===== src/rtl/soc_bus_fabric.sv =====
// soc_bus_fabric: page-decoded interconnect between the FemtoRV32 bus and N_SLAVES peripherals.
// Ports:
//   clk, resetn                     clock, asynchronous active-low reset
//   mem_addr/mem_rstrb/mem_wmask    CPU request (read strobe pulse, byte write mask)
//   mem_rdata/mem_rbusy/mem_wbusy   CPU response and stalls
//   s_cs/s_rd/s_wmask               per-slave select, read strobe, gated write mask
//   s_rdata/s_rbusy/s_wbusy         per-slave read data and stalls
//   err_clr                         clears the sticky error status
//   err_flag/err_cause/err_addr     sticky error, cause (01 unmapped, 10 timeout), first failing address
module soc_bus_fabric #(
    parameter int                     N_SLAVES    = 8,
    parameter logic [N_SLAVES*16-1:0] SLAVE_PAGES = {16'h0001, 16'h0044, 16'h0043, 16'h0042,
                                                     16'h0041, 16'h0040, 16'h0010, 16'h0000},
    parameter int                     TIMEOUT     = 255,
    parameter logic [31:0]            ERR_DATA    = 32'hDEAD_BEEF
) (
    input  logic                    clk,
    input  logic                    resetn,
    input  logic [31:0]             mem_addr,
    input  logic                    mem_rstrb,
    input  logic [3:0]              mem_wmask,
    output logic [31:0]             mem_rdata,
    output logic                    mem_rbusy,
    output logic                    mem_wbusy,
    output logic [N_SLAVES-1:0]     s_cs,
    output logic [N_SLAVES-1:0]     s_rd,
    output logic [4*N_SLAVES-1:0]   s_wmask,
    input  logic [32*N_SLAVES-1:0]  s_rdata,
    input  logic [N_SLAVES-1:0]     s_rbusy,
    input  logic [N_SLAVES-1:0]     s_wbusy,
    input  logic                    err_clr,
    output logic                    err_flag,
    output logic [1:0]              err_cause,
    output logic [31:0]             err_addr
);
    localparam int IW = N_SLAVES > 1 ? $clog2(N_SLAVES) : 1;
    localparam int CW = TIMEOUT > 0 ? $clog2(TIMEOUT + 1) : 1;
    localparam logic [CW-1:0] CLAST = CW'(TIMEOUT > 0 ? TIMEOUT - 1 : 0);
    typedef enum logic [1:0] {IDLE, RD_WAIT, WR_WAIT, ABORT} state_t;
    state_t        state;
    logic [IW-1:0] idx, sel_q;
    logic [CW-1:0] cnt;
    logic [31:0]   addr_q;
    logic          sel_vld_q, rd_q, both_q, wr, mapped, start, busy, timeout, err_ev, unmapped;
    always_comb begin
        idx  = '0;
        s_cs = '0;
        for (int i = N_SLAVES - 1; i >= 0; i--)
            if (mem_addr[31:16] == SLAVE_PAGES[i*16 +: 16]) idx = IW'(i);
        mapped = 1'b0;
        for (int i = 0; i < N_SLAVES; i++)
            mapped = mapped | (mem_addr[31:16] == SLAVE_PAGES[i*16 +: 16]);
        if (mapped) s_cs[idx] = 1'b1;
        for (int i = 0; i < N_SLAVES; i++)
            s_wmask[i*4 +: 4] = s_cs[i] ? mem_wmask : 4'b0000;
    end
    assign s_rd     = s_cs & {N_SLAVES{mem_rstrb}};
    assign wr       = |mem_wmask;
    assign start    = (state == IDLE) && (mem_rstrb || wr);
    assign unmapped = start && !mapped;
    assign busy     = (state == RD_WAIT) ? s_rbusy[sel_q] : s_wbusy[sel_q];
    // A wait is aborted once busy has been seen high for TIMEOUT consecutive cycles.
    assign timeout  = (TIMEOUT != 0) && busy && (cnt == CLAST);
    assign err_ev   = unmapped || ((state == RD_WAIT || state == WR_WAIT) && timeout);
    assign mem_rbusy = (state == RD_WAIT) && s_rbusy[sel_q];
    assign mem_wbusy = ((state == WR_WAIT) || (state == RD_WAIT && both_q)) && s_wbusy[sel_q];
    // rd_q keeps ERR_DATA on the bus after writes and aborted reads.
    assign mem_rdata = (sel_vld_q && rd_q) ? s_rdata[sel_q*32 +: 32] : ERR_DATA;
    always_ff @(posedge clk or negedge resetn) begin
        if (!resetn) begin
            state     <= IDLE;
            sel_q     <= '0;
            sel_vld_q <= 1'b0;
            rd_q      <= 1'b0;
            both_q    <= 1'b0;
            addr_q    <= '0;
            cnt       <= '0;
            err_flag  <= 1'b0;
            err_cause <= 2'b00;
            err_addr  <= '0;
        end else begin
            if (start) begin
                sel_q     <= idx;
                sel_vld_q <= mapped;
                rd_q      <= mem_rstrb;
                both_q    <= mem_rstrb && wr;
                addr_q    <= mem_addr;
            end
            case (state)
                IDLE: begin
                    cnt <= '0;
                    if (start && mapped) state <= mem_rstrb ? RD_WAIT : WR_WAIT;
                end
                RD_WAIT, WR_WAIT: begin
                    if (!busy) state <= IDLE;
                    else if (timeout) begin
                        state <= ABORT;
                        rd_q  <= 1'b0;
                    end else cnt <= cnt + 1'b1;
                end
                default: state <= IDLE;
            endcase
            err_flag <= err_ev || (err_flag && !err_clr);
            if (err_ev && (!err_flag || err_clr)) begin
                err_cause <= unmapped ? 2'b01 : 2'b10;
                err_addr  <= unmapped ? mem_addr : addr_q;
            end else if (err_clr) begin
                err_cause <= 2'b00;
                err_addr  <= '0;
            end
        end
    end
endmodule


===== config.mk =====
export PLATFORM = sky130hd
export DESIGN_NAME = soc_bus_fabric
export DESIGN_NICKNAME = d
export VERILOG_FILES = /design/src/rtl/soc_bus_fabric.sv
export SDC_FILE = /design/constraint.sdc
export NUM_CORES = 1
export LEC_CHECK = 0
export CORE_AREA = 2 2 169 171
export CTS_BUF_LIST = sky130_fd_sc_hd__clkbuf_8
export DETAILED_ROUTE_END_ITERATION = 8
export DIE_AREA = 0 0 171 173
export GPL_TIMING_DRIVEN = 0
export PLACE_DENSITY = 0.58
export SYNTH_ARGS = -nofsm -noshare
export SYNTH_HDL_FRONTEND = slang
export SYNTH_SLANG_ARGS = --single-unit

===== constraint.sdc =====
create_clock -name clk -period 5 [get_ports clk]
set_clock_uncertainty 0.15 [all_clocks]
set_input_delay 1.5 -clock clk [delete_from_list [all_inputs] [get_ports clk]]
set_output_delay 1.5 -clock clk [all_outputs]
set_load 0.02 [all_outputs]

; ---- Word-level counts from Yosys, hierarchy flattened
; Cells that the tools add are included.
; Widths: inputs -> output; s select.
[op_classes]
n_addsub = 1
magnitude_cmp = 3
eq_ne = 14
n_shift = 1
mux = 43
bitwise = 8
reduce_logical = 30
[ops]
columns = operator, n
row1 = $shiftx 256x9->32, 1
row2 = $mux 32, 4
row3 = $eq 16x7->1 const B, 5
row4 = $mux 4, 8
row5 = $mux 3, 8
row6 = $mux 8, 3
row7 = $eq 16x1->1 const B, 1
row8 = $eq 16x5->1 const B, 1
row9 = $logic_not 16->1, 1
row10 = $pmux 8 s2, 1
row11 = $mux 2, 7
row12 = $logic_and 1x1->1, 13
row13 = $add 8x1->8 const B, 1
row14 = $and 8x8->8, 1
row15 = $eq 8x8->1 const B, 1
row16 = $lt 3x4->1 const B, 2
row17 = $mux 1, 8
row18 = $or 1x1->1, 7
row19 = $bmux 1 s3, 2
row20 = $logic_or 1x1->1, 6
row21 = $ne 2x2->1 const B, 2
row22 = $pmux 2 s2, 1
row23 = $reduce_bool 2->1, 2
row24 = $reduce_or 4->1, 1
row25 = 11 further kinds, 13
[word_totals]
regBits = 83
in_bits = 312
out_inout_bits = 117
elab_cells = 110

; ---- Depth between registers and ports, before layout
[depth]
depth_word = 15
mapped_depth = 8
ltp_nobuf = 7

; ---- Worst setup path after synthesis
; OpenSTA, ideal clock, no wires.
[synth_timing]
kind = input to output
startpoint = input port mem_addr[23]
endpoint = output port s_rd[3]
arrival_time_ns = 3.520
t_required_ns = 3.350
slack_ns = -0.170
cell_stages = 4
path_buffers = 0
cell_sequence = nor4_1 > nand4_1 > nor4b_1 > and2_1
[synth_between]
elab_chain_cells = 15
word_cells_on_any_way = 30
cone_classes = order compare (2) / eq/ne (7) / mux (11) / bitwise (8) / reduce/logical (2)
[synth_lines]
columns = element, line_no
row1 = from (decl), 19  ; input logic [31:0] mem_addr,
row2 = $eq 16x1->1, "49, 52"
row3 = $mux 3 (8 in a row), 49  ; if (mem_addr[31:16] == SLAVE_PAGES[i*16 +: 16]) idx = IW'(i);
row4 = $lt 3x4->1 (implied by the code) / $ge 3x1->1 (equally long branches), 53  ; if (mapped) s_cs[idx] = 1'b1;
row5 = $logic_and 1x1->1 (implied by the code), 53
row6 = $mux 1 (implied by the code), 53
row7 = $demux 1 s3, 53
row8 = $mux 8 (*), 53
row9 = via s_cs[3], 25  ; output logic [N_SLAVES-1:0] s_cs,
row10 = $and 8x8->8 (*), 57  ; assign s_rd = s_cs & {N_SLAVES{mem_rstrb}};
row11 = to (decl), 26  ; output logic [N_SLAVES-1:0] s_rd,
; Mark *: on every way through the listed nets, which the timed path passes. The rest lies on a longest branch.

; ---- Worst setup path in the final report
[layout_timing]
startpoint = input port mem_addr[17]
endpoint = output port s_rd[7]
[layout_between]
elab_chain_cells = 15
word_cells_on_any_way = 30
cone_classes = order compare (2) / eq/ne (7) / mux (11) / bitwise (8) / reduce/logical (2)
[layout_lines]
columns = element, line_no
row1 = $eq 16x1->1, "49, 52"
row2 = $mux 3 (8 in a row), 49
row3 = $lt 3x4->1 (implied by the code) / $ge 3x1->1 (equally long branches), 53
row4 = $logic_and 1x1->1 (implied by the code), 53
row5 = $mux 1 (implied by the code), 53
row6 = $demux 1 s3, 53
row7 = $mux 8 (*), 53
row8 = $and 8x8->8 (*), 57
; Every way passes the cells marked *; elsewhere a longest branch is shown, timed or not.

==> metrics.csv <==
stage,metric,value,unit
run_status,status,completed,
place,placed_area,11070,µm²
clock_network,cts_buffers,9,
power,switching_share,37.48,%
sta,hold_slack,0.3473,ns
route,vias_per_cell,4.858,
route,dr.pass1.iters,4,
critical_path,worstReg2RegEnd,err_addr[24],
critical_path,r2r_cells,8,
logic_synthesis,synth_seq_cells,83,
clock_network,clock-sinks,83,
job,maxCapViolations,0,
logic_synthesis,synth_compound_area_share,9.863,%
critical_path,arrival,3.32,ns
critical_path,crit_type,in2out,
logic_synthesis,synth_area_per_cell,11.61,µm²
logic_synthesis,synth_top_area_share,33.01,%
floorplanning,fp.dieH,173,µm
layout,final_cell_area,11370,µm²
logic_synthesis,yosysWarnings,0,
critical_path,r2r_start,sel_q[2],
sta,finalSetupViolations,0,
sta,min_period,4.968,ns
sta,worst_pin_slew,0.8515,ns
sta,fmax,0.2013,GHz
place,detailed_place_hpwl,26610,µm
critical_path,end_kind,output pin,
layout,syn_to_final_growth,80.75,%
place,dpl.cell_count,1347,
worst_hold_path,min_to,both_q,
logic_synthesis,synth.area.top_cells,"dfrtp_1 (33%), mux4_2 (23%), mux2_2 (6.3%), mux2i_1 (5.7%), a221o_1 (5.1%)",
clock_network,clk_latency,0.36,ns
clock_network,htreeDepth,3,
logic_synthesis,synth-simple-area-share,16.62,%
logic_synthesis,synth_fa_ha_area_share,1.193,%
worst_hold_path,hold_depth,2,
power,p_seq_share,32.5,%
power,leakage,0.004455,µW
sta,relSlewSlack,43.24,%
layout,drive_above_1_share,21.59,%
layout,stdcell_count,1375,
route,wirelength,32570,µm
floorplanning,core,27630,µm²
worst_hold_path,min_path_type,reg2reg,
logic_synthesis,synth_nets,860,
clock_network,cts-root-buf,clkbuf_8,
clock_network,hold_buffers,0,
global_routing,track_usage,21.12,%
power,pwr_density_cell,311.6,nW/µm²
worst_hold_path,worstHoldStart,both_q,
logic_synthesis,ys_types,48,
clock_network,tritoncts,yes,
floorplanning,initial_core_util,22.77,%
floorplanning,dieArea,29580,µm²
layout,fin_nets,1304,
critical_path,cp_data_required_time,3.35,ns
floorplanning,io_pins,429,
global_routing,grt_max_degree,62,
power,ir_worst_vdd,0.2787,mV
logic_synthesis,synth_top_family_by_area,multiplexers,
floorplanning,num_rows,61,
clock_network,clk_pin_slew_worst_paths,0.09,ns
global_routing,grt_first_pass_wirelength,46090,µm
logic_synthesis,synth_top_cell_by_area,dfrtp_1,
route,avgRoutedWirePerCell,23.69,µm
place,port_buffers,426,
power,power_frac_clock,15.2,%
logic_synthesis,muxShareOfSynthArea,35.26,%
sta,min_period_over_period,99.36,%
route,drt_iter0_markers,333,
critical_path,r2r_slack,2.20,ns
logic_synthesis,ys_async_sr_fraction,100.0,%
sta,finalHoldViolations,0,
critical_path,critPathLaunchType,primary input,
sta,slew_viol_final,0,
logic_synthesis,synthCells,542,
route,ant_nets,0,
logic_synthesis,synth_ff_type,dfrtp_1,
layout,fill_cells,2746,
clock_network,cts_buffer_depth,2,
power,comb_power_share,52.3,%
global_routing,antenna_found_initial,9,
power,power.internal,2216,µW
global_routing,grt-ovfl-total,0,
logic_synthesis,synth_enable_flop_cells,0,
place,gp_congestion,0.9201,
logic_synthesis,ys_seq_area_share,33.01,%
logic_synthesis,synth_xor_area_share,0,%
route,via_count,6680,
critical_path,critPathMaxFanout,10,
logic_synthesis,synth_area,6292,µm²
global_routing,grt_pass1_vias,6896,
route,drc_errors,0,
power,p_sw,1328,µW
floorplanning,die_w,171,µm
==> metrics by stage <==
step / utilization (%) / worst slack, ns / power [µW] / TNS (ns)
2_1_floorplan: - / 0.09280 / 2089 / 0
3_3_place_gp: 39.96 / -1.410 / 3001 / -130.06
3_5_place_dp: 40.06 / -1.473 / 3020 / -52.81
4_1_cts: 41.30 / 0.002206 / 3575 / 0
5_1_grt: 41.16 / -0.004495 / 3765 / -0.004495
6_report: 41.16 / 0.03205 / 3544 / 0
==> cells by family (layout without fill, tap and decap cells) <==
family,after synthesis,after routing
simple gates,193,193
mux,136,136
flops,83,83
compound gates,69,69
buf+inv,55,504
fa+ha+maj,6,6
other cells,0,6
==> state kept, by name, summed over array words and instances, names as in the netlist, 2 cells and up <==
name and cells:
cnt 8, sel_q 3, addr_q 32, err_cause 2, state 2, err_addr 32
==> per-layer routing <==
layer  track usage (%)  up-vias  share of wire, %
met5                 0        -              0.14
met4             4.767        6               1.4
met3             6.455       25               8.7
met2             35.55      299                48
met1             26.45     3343                41
li1                  -     3007                 -
==> power by group through the flow <==
stage               combinational (µW)  sequential (µW)  clock [µW]
floorplan                          802             1290           0
global placement                  1850             1150           0
detailed placement                1870             1150           0
CTS                               1870             1150         556
global route                      1990             1190         583
finish                            1850             1150         540
==> synthesized netlist by cell type (7+ instances only) <==
cell type and n:
dfrtp_1 83, mux2_2 35, mux2i_1 36, buf_2 15
and2_1 35, nand3_1 13, mux4_2 65, inv_1 7
clkbuf_1 24, nand2_1 49, nor2_1 19, a221o_1 32
and3_1 38, nor3_1 8
==> how the worst max path moves through the flow <==
| stage | startpoint | endpoint | cells after the start |
|---|---|---|---|
| 6_report | mem_addr[17] | s_rd[7] | 7 |
| 5_1_grt | mem_addr[17] | s_rd[7] | 7 |
| 4_1_cts | mem_addr[31] | s_wmask[16] | 9 |
| 3_5_place_dp | mem_addr[23] | s_rd[5] | 8 |
| 3_3_place_gp | mem_addr[23] | s_rd[5] | 8 |
| 2_1_floorplan | mem_addr[23] | s_wmask[16] | 6 |
==> worst max-delay path: stages <==
cell and delay (ns):
clkdlybuf4s50_1 0.47, clkbuf_4 0.23, nand2b_2 0.24, nor3_2 0.19
nor2b_4 0.26, and2_1 0.15, clkdlybuf4s15_2 0.28
==> final cells by class <==
cell class,count,area (µm²),area share [%]
timing repair buffer,435,4214,37.05
multi-input combinational,404,4113,36.16
sequential,83,2077,18.26
tap,378,473.0,4.158
buffer,46,239.0,2.101
clock buffer,9,123.9,1.089
clock inverter,7,92.59,0.8141
inverter,7,26.28,0.2310
antenna,6,15.01,0.1320
==> what timing repair did <==
item / in CTS / in global routing
resized for setup: 164 / 43
setup endpoints to repair: 74 / 52
buffers inserted: 6 / 2
pin swaps: 11 / 7
==> placed cells by master, fill, tap and decap left out, types with 4 or more instances in the layout <==
master	synthesis	layout
clkdlybuf4s50_1	0	358
dfrtp_1	83	83
mux4_2	65	65
nand2_1	49	48
and3_1	38	37
mux2i_1	36	36
mux2_2	35	35
and2_1	35	33
a221o_1	32	32
dlygate4sd2_1	0	26
buf_2	15	19
clkbuf_1	24	18
nor2_1	19	17
clkbuf_2	0	17
buf_4	0	14
nand3_1	13	12
clkbuf_8	0	9
inv_1	7	8
buf_6	4	7
diode_2	0	6
o21ai_0	6	6
o211ai_1	6	6
ha_1	6	6
nor3_1	8	5
clkbuf_4	0	5
buf_1	5	5
clkdlybuf4s15_2	0	5
nor2b_1	6	4
nor4_4	0	4
dlymetal6s2s_1	0	4
(Power assumes the default switching activity.)
